<file path="src/rtl/stream_demux_pkg.sv">
// rtl/stream_demux_pkg.sv - shared constants, select type and one-hot decode for stream_demux14
package stream_demux_pkg;

  localparam int NPORTS = 4;
  localparam int SEL_W  = 2;

  typedef logic [SEL_W-1:0] sel_t;

  // One-hot decode of a destination index
  function automatic logic [NPORTS-1:0] decode_sel(input sel_t sel);
    logic [NPORTS-1:0] oh;
    oh      = '0;
    oh[sel] = 1'b1;
    return oh;
  endfunction

endpackage

</file>
<file path="src/rtl/stream_pipe_reg1.sv">
// rtl/stream_pipe_reg1.sv - single-entry val/rdy pipeline register with pipe-style ready bypass
module stream_pipe_reg1 #(
  parameter int p_nbits = 32
) (
  input  logic               clk,
  input  logic               reset,
  input  logic               enq_val,
  output logic               enq_rdy,
  input  logic [p_nbits-1:0] enq_msg,
  output logic               deq_val,
  input  logic               deq_rdy,
  output logic [p_nbits-1:0] deq_msg
);

  logic               full;
  logic [p_nbits-1:0] data_q;
  logic               enq_fire;
  logic               deq_fire;

  // Ready when empty, or when the current entry leaves this same cycle
  always_comb begin
    enq_rdy  = ~full | deq_rdy;
    enq_fire = enq_val & enq_rdy;
    deq_fire = full & deq_rdy;
  end

  // Occupancy and data: a fill wins over a drain, so fill+drain keeps the entry full with new data
  always_ff @(posedge clk or posedge reset) begin
    if (reset) begin
      full   <= 1'b0;
      data_q <= '0;
    end else if (enq_fire) begin
      full   <= 1'b1;
      data_q <= enq_msg;
    end else if (deq_fire) begin
      full   <= 1'b0;
    end
  end

  assign deq_val = full;
  assign deq_msg = data_q;

endmodule

</file>
<file path="src/rtl/stream_demux14.sv">
// rtl/stream_demux14.sv - 1-to-4 val/rdy stream router, one registered entry per output; DEMUX_COUNT_EN adds per-port accept counters
module stream_demux14
  import stream_demux_pkg::*;
#(
  parameter int p_nbits   = 32,
  parameter int p_cntbits = 16
) (
  input  logic                      clk,
  input  logic                      reset,
  input  logic [p_nbits-1:0]        recv_msg,
  input  logic [SEL_W-1:0]          recv_sel,
  input  logic                      recv_val,
  output logic                      recv_rdy,
  output logic [NPORTS*p_nbits-1:0] send_msg,
  output logic [NPORTS-1:0]         send_val,
  input  logic [NPORTS-1:0]         send_rdy
`ifdef DEMUX_COUNT_EN
  ,
  output logic [NPORTS*p_cntbits-1:0] count
`endif
);

  if (p_cntbits < 1) begin : g_bad_cntbits
    $error("stream_demux14: p_cntbits must be at least 1");
  end

  sel_t              sel;
  logic [NPORTS-1:0] sel_oh;
  logic [NPORTS-1:0] enq_rdy;
  logic              accept;

  // Decode the destination and pick that port's ready; other ports never gate the input
  always_comb begin
    sel      = recv_sel;
    sel_oh   = decode_sel(sel);
    recv_rdy = enq_rdy[sel];
    accept   = recv_val & recv_rdy;
  end

  for (genvar i = 0; i < NPORTS; i++) begin : g_port
    stream_pipe_reg1 #(
      .p_nbits(p_nbits)
    ) u_pipe (
      .clk     (clk),
      .reset   (reset),
      .enq_val (recv_val & sel_oh[i]),
      .enq_rdy (enq_rdy[i]),
      .enq_msg (recv_msg),
      .deq_val (send_val[i]),
      .deq_rdy (send_rdy[i]),
      .deq_msg (send_msg[i*p_nbits +: p_nbits])
    );
  end

`ifdef DEMUX_COUNT_EN
  logic [p_cntbits-1:0] cnt_q [NPORTS];

  // Count accepted messages per destination; wraps silently
  always_ff @(posedge clk or posedge reset) begin
    if (reset) begin
      for (int i = 0; i < NPORTS; i++) cnt_q[i] <= '0;
    end else if (accept) begin
      cnt_q[sel] <= cnt_q[sel] + p_cntbits'(1);
    end
  end

  for (genvar i = 0; i < NPORTS; i++) begin : g_count
    assign count[i*p_cntbits +: p_cntbits] = cnt_q[i];
  end
`endif

endmodule

</file>
<file path="config.mk">
export PLATFORM = sky130hd
export DESIGN_NAME = stream_demux14
export DESIGN_NICKNAME = d
export VERILOG_FILES = /design/src/rtl/stream_demux_pkg.sv /design/src/rtl/stream_pipe_reg1.sv /design/src/rtl/stream_demux14.sv
export SDC_FILE = /design/constraint.sdc
export NUM_CORES = 1
export LEC_CHECK = 0
export ABC_AREA = 0
export BUFFER_PORTS_ARGS = -buffer_cell sky130_fd_sc_hd__clkbuf_2
export CAP_MARGIN = 15
export CORE_MARGIN = 4
export CORE_UTILIZATION = 54
export DETAILED_ROUTE_END_ITERATION = 10
export PLACE_DENSITY = 0.85
export SLEW_MARGIN = 25
export SYNTH_ARGS = -nofsm -noshare
export SYNTH_HDL_FRONTEND = slang
export SYNTH_SLANG_ARGS = --single-unit
</file>
<file path="constraint.sdc">
create_clock -name clk -period 9.7 [get_ports clk]
set_clock_uncertainty 0.15 [all_clocks]
set_input_delay 0.485 -clock clk [delete_from_list [all_inputs] [get_ports clk]]
set_output_delay 0.485 -clock clk [all_outputs]
set_load 0.02 [all_outputs]
</file>
Word level (Yosys, flattened, before mapping)
Index checks and enable logic that the tools add are counted.

word-level totals
  bits of input ports = 41
  output and inout port bits = 133
  memory bits (read-only) = 0
  bits in writable memories = 0
  memories = 0
  word-level logic and storage cells = 47
  latch bits = 0
  register bits after elaboration = 132

operators by class
  $lt $le $gt $ge = 2
  bitwise gates (word level) = 20
  divide/modulo/power cells = 0
  muxes and demuxes = 12
  eq/ne operators = 0
  shift operators = 0
  $mul = 0
  $add $sub $neg = 0
  reduce and logical (&&, ||, !) cells = 5

operator list
  operator                                                                       number
  1-bit bitwise AND                                                              12
  1-bit two-way mux                                                              10
  2-bit nonzero test                                                             4
  1-bit NOT                                                                      4
  1-bit OR                                                                       4
  2-bit by 3-bit less-than comparator with 1-bit output (second input constant)  1
  1-bit binary-select mux with 2-bit select                                      1
  1-bit demux with 2-bit select                                                  1
  2-bit by 1-bit >= comparator with 1-bit output (second input constant)         1
  1-bit logical AND                                                              1

Depth between registers and ports, before layout
  depth in word-level cells = 7
  gate-level depth with buffers = 5
  gate-level depth less buffers = 3

Modules after synthesis
Synthesis repeated with hierarchy kept, for this count alone.

second synthesis, totals
  cells, all modules = 293
  area total of the unflattened synthesis = 5637.9 sq um

modules (own cells, without submodules)
  module            cells an instance  area an instance (sq um)  seq. area each (sq um)  times used
  stream_pipe_reg1  72                 1395.1                    825.8                   4
  stream_demux14    5                  57.6                      0.0                     1

Worst setup path after synthesis
Ideal clock, no wire load.

  kind = input to output
  start = input port send_rdy[2]
  end = output port recv_rdy
  path slack = 7.825 ns
  data required time = 9.065 ns
  data arrival time = 1.240 ns
  cell stages on the path = 2
  path buffers = 0
  cells stage by stage = nand2b_1 mux4_1

on the way
  cells in the longest elaborated chain, start to end = 3

RTL lines
  element                                    RTL line                source
  start, declared                            stream_demux14.sv:16    input logic [NPORTS-1:0] send_rdy
  1-bit OR                                   stream_pipe_reg1.sv:22  enq_rdy = ~full | deq_rdy;
  1-bit binary-select mux with 2-bit select  stream_demux14.sv:36    recv_rdy = enq_rdy[sel];
  1-bit two-way mux (implied by the code)    stream_demux14.sv:36
  end, declared                              stream_demux14.sv:13    output logic recv_rdy,

Every way passes these cells. The select of a mux whose other input is x is not followed.

Final worst setup path
  start = register g_port[0].u_pipe.full
  end = output port recv_rdy

on the way
  cells in the longest elaborated chain, start to end = 4

RTL lines
  element                                    RTL line                source
  start, declared                            stream_pipe_reg1.sv:15  logic full;
  start signal, assigned                     stream_pipe_reg1.sv:30  full <= 1'b0;
  start signal, assigned                     stream_pipe_reg1.sv:33  full <= 1'b1;
  start signal, assigned                     stream_pipe_reg1.sv:36  full <= 1'b0;
  1-bit NOT                                  stream_pipe_reg1.sv:22
  1-bit OR                                   stream_pipe_reg1.sv:22
  1-bit binary-select mux with 2-bit select  stream_demux14.sv:36
  1-bit two-way mux (implied by the code)    stream_demux14.sv:36

Every way passes these cells. The select of a mux whose other input is x is not followed.

==> results.json <==
{
  "status": "completed",
  "cts.htree.levels": 4,
  "synth_cell_type_count": 17,
  "synth-edff-count": 0,
  "cts_buffer_depth": 2,
  "grt_pass1_wl_um": 18300,
  "crit_slowest_cell": "mux4_1",
  "endpoint_kind": "primary output",
  "hold_slack_ns": 0.102,
  "core_um2": 9150,
  "cts_buffers": 17,
  "synth_seq_area_share_pct": 65.4,
  "fmax_mhz": 444,
  "track_usage_pct": 21.2,
  "die_area_um2": 11000,
  "drv_slew": 0,
  "gr-total-overflow": 0,
  "routabilityCongestion": 0.771,
  "first_pass_iters": 5,
  "cts.sinks": 132,
  "synth-async-reset-ratio_pct": 100,
  "ir_drop_mv": 0.133,
  "ctsResizeCount": 0,
  "yosys-top-cells-area": "dfrtp_1 65%, mux2_2 26%, mux2_1 2.7%, buf_6 2.0%, buf_4 0.89%",
  "hold_class": "in2reg",
  "area_growth_pct": 28.9,
  "setup_viol": 0,
  "yosysTopAreaCell": "dfrtp_1",
  "initial_core_util_pct": 55.2,
  "synth.avg_cell_area_um2": 17.0,
  "max_stage_delay_ns": 0.48,
  "syn_area_um2": 5050,
  "die_y_um": 105,
  "crit_type": "reg2out",
  "synth_seq_cells": 132,
  "via_per_inst": 5.16,
  "cp.arrival_ns": 1.62,
  "tightest_slew_ns": 1.01,
  "insertedDiodeCount": 0,
  "synth.most_common_cell": "dfrtp_1",
  "slew_headroom_pct": 32.3,
  "hold_violations": 0,
  "power_density_nw_per_um2": 270,
  "grt_start_max_net_pins": 76,
  "crit_chain": "nand2b_1, mux4_1, clkbuf_2",
  "drt_wl_total_um": 10800,
  "syn_inst": 297,
  "place_hpwl_um": 7380,
  "maxCapViolations": 0,
  "min_period_ns": 2.25,
  "row_count": 35,
  "antenna_found_initial": 0,
  "io_pins": 174,
  "drt-initial-drc-count": 72,
  "clock_tree.root_cell": "clkbuf_8",
  "vias": 3088,
  "fin_crit_sh_pct": 23.2,
  "io_buffers": 173,
  "clock_latency_ns": 0.50,
  "fin_nets": 516,
  "cts.clk_slew.worst_paths_ns": 0.06,
  "worst-path-max-fanout": 3,
  "ys_warn_count": 0,
  "rsz0062_at_grt": "false",
  "die_w_um": 105,
  "yosys-top-cells-count": "132 x dfrtp_1, 116 x mux2_2, 12 x mux2_1",
  "layout-drive-gt1-share_pct": 67.4,
  "grt_pass1_vias": 3455,
  "cts_tree": "done",
  "final_antenna_net_count": 0,
  "drc": 0,
  "drt-wirelength-per-cell_um": 18.1,
  "cp.required_ns": 9.07,
  "synth_top_area_share_pct": 65.4,
  "tns_ns": 0,
  "leakage_nw": 3.16,
  "cts_setup_buffers": 0,
  "syn_nets": 338,
  "cp-start-kind": "flip-flop",
  "synth_flop_cell": "dfrtp_1"
}
-- final timing paths --
path                                         startpoint                           end  slack (ns)  cells after the start
setup / recovery               g_port[0].u_pipe.deq_val                      recv_rdy        7.45                      3
hold / removal                             recv_msg[26]  g_port[1].u_pipe.deq_msg[26]        0.10                      2
setup reg to reg               g_port[0].u_pipe.deq_val  g_port[0].u_pipe.deq_msg[10]        7.62                      4
hold reg to reg            g_port[1].u_pipe.deq_msg[30]  g_port[1].u_pipe.deq_msg[30]        0.33                      1
max in group asynchronous                         reset   g_port[1].u_pipe.deq_msg[2]        7.53                      4
min in group asynchronous                         reset   g_port[1].u_pipe.deq_msg[4]        0.49                      3
-- registers in the layout, summed over array words and instances (netlist names) --
name / flops
g_port.u_pipe.deq_val: 4
g_port.u_pipe.deq_msg: 128
-- final cells by class --
| cell class | instances | area, um2 |
|---|---|---|
| clock inverter | 14 | 154 |
| inverter | 2 | 10.0 |
| multi-input combinational | 145 | 1590 |
| clock buffer | 17 | 414 |
| timing repair buffer | 177 | 898 |
| fill | 613 | 2640 |
| tap | 111 | 139 |
| sequential | 132 | 3300 |
-- worst max-delay path: cells and delay by family, from the launching register on --
kind | cells | cell delay [ns]
buffers and inverters | 1 | 0.17
flip-flops | 1 | 0.38
multiplexers | 1 | 0.48
AND/OR/NAND/NOR | 1 | 0.10
-- timing repair --
action / CTS / global route
hold buffers: 1 / 0
endpoints found under the setup margin: 0 / 0
endpoints found under the hold margin: 57 / 0
-- layout by cell type (no fill, tap or decap) --
cell and n:
clkbuf_2 173, dfrtp_1 132, mux2_2 116, clkbuf_16 16, mux2_1 12, nand2b_1 4
nand2_1 4, inv_6 4, clkinvlp_4 3, clkinv_4 3, buf_4 3, nor2b_4 2
clkinv_2 2, bufinv_16 2, nand3b_1 1, nor3b_2 1, nand3_1 1, mux4_1 1
inv_4 1, nor3b_4 1, o21ai_0 1, inv_1 1, a21o_1 1, clkbuf_8 1
dlygate4sd3_1 1
-- power by group --
group          switching [W]  internal, W  leakage, nW
Sequential         0.0000636     0.000665         1.57
Combinational       0.000253     0.000167         1.32
Clock               0.000239     0.000367        0.271
-- metrics by stage --
stage,power [W],util (%),instances,setup slack (ns),instance area [um2]
floorplan,0.000994,-,297,5.54,5050
global placement,0.00115,64.8,566,7.31,5930
detailed placement,0.00116,64.8,566,7.28,5930
CTS,0.00177,71.1,598,7.41,6510
global route,0.00184,71.1,598,7.21,6510
finish,0.00175,71.1,598,7.45,6510
-- per-layer routing --
metal / vias to the layer above / global-route usage (%) / part of all wire (%)
met5: - / 0 / 0
li1: 1404 / - / -
met2: 112 / 34.7 / 50
met3: 8 / 7.54 / 6.6
met1: 1564 / 26.6 / 43
met4: 0 / 6.37 / 0.73
-- cell families after synthesis --
family	after synthesis	share of synthesized area, %
buffers and inverters	20	3.35
AND/OR/NAND/NOR	14	1.91
flip-flops	132	65.4
AO/OA/AOI/OAI	2	0.248
multiplexers	129	29.1
Note: power is estimated with default switching activity, not from simulation.
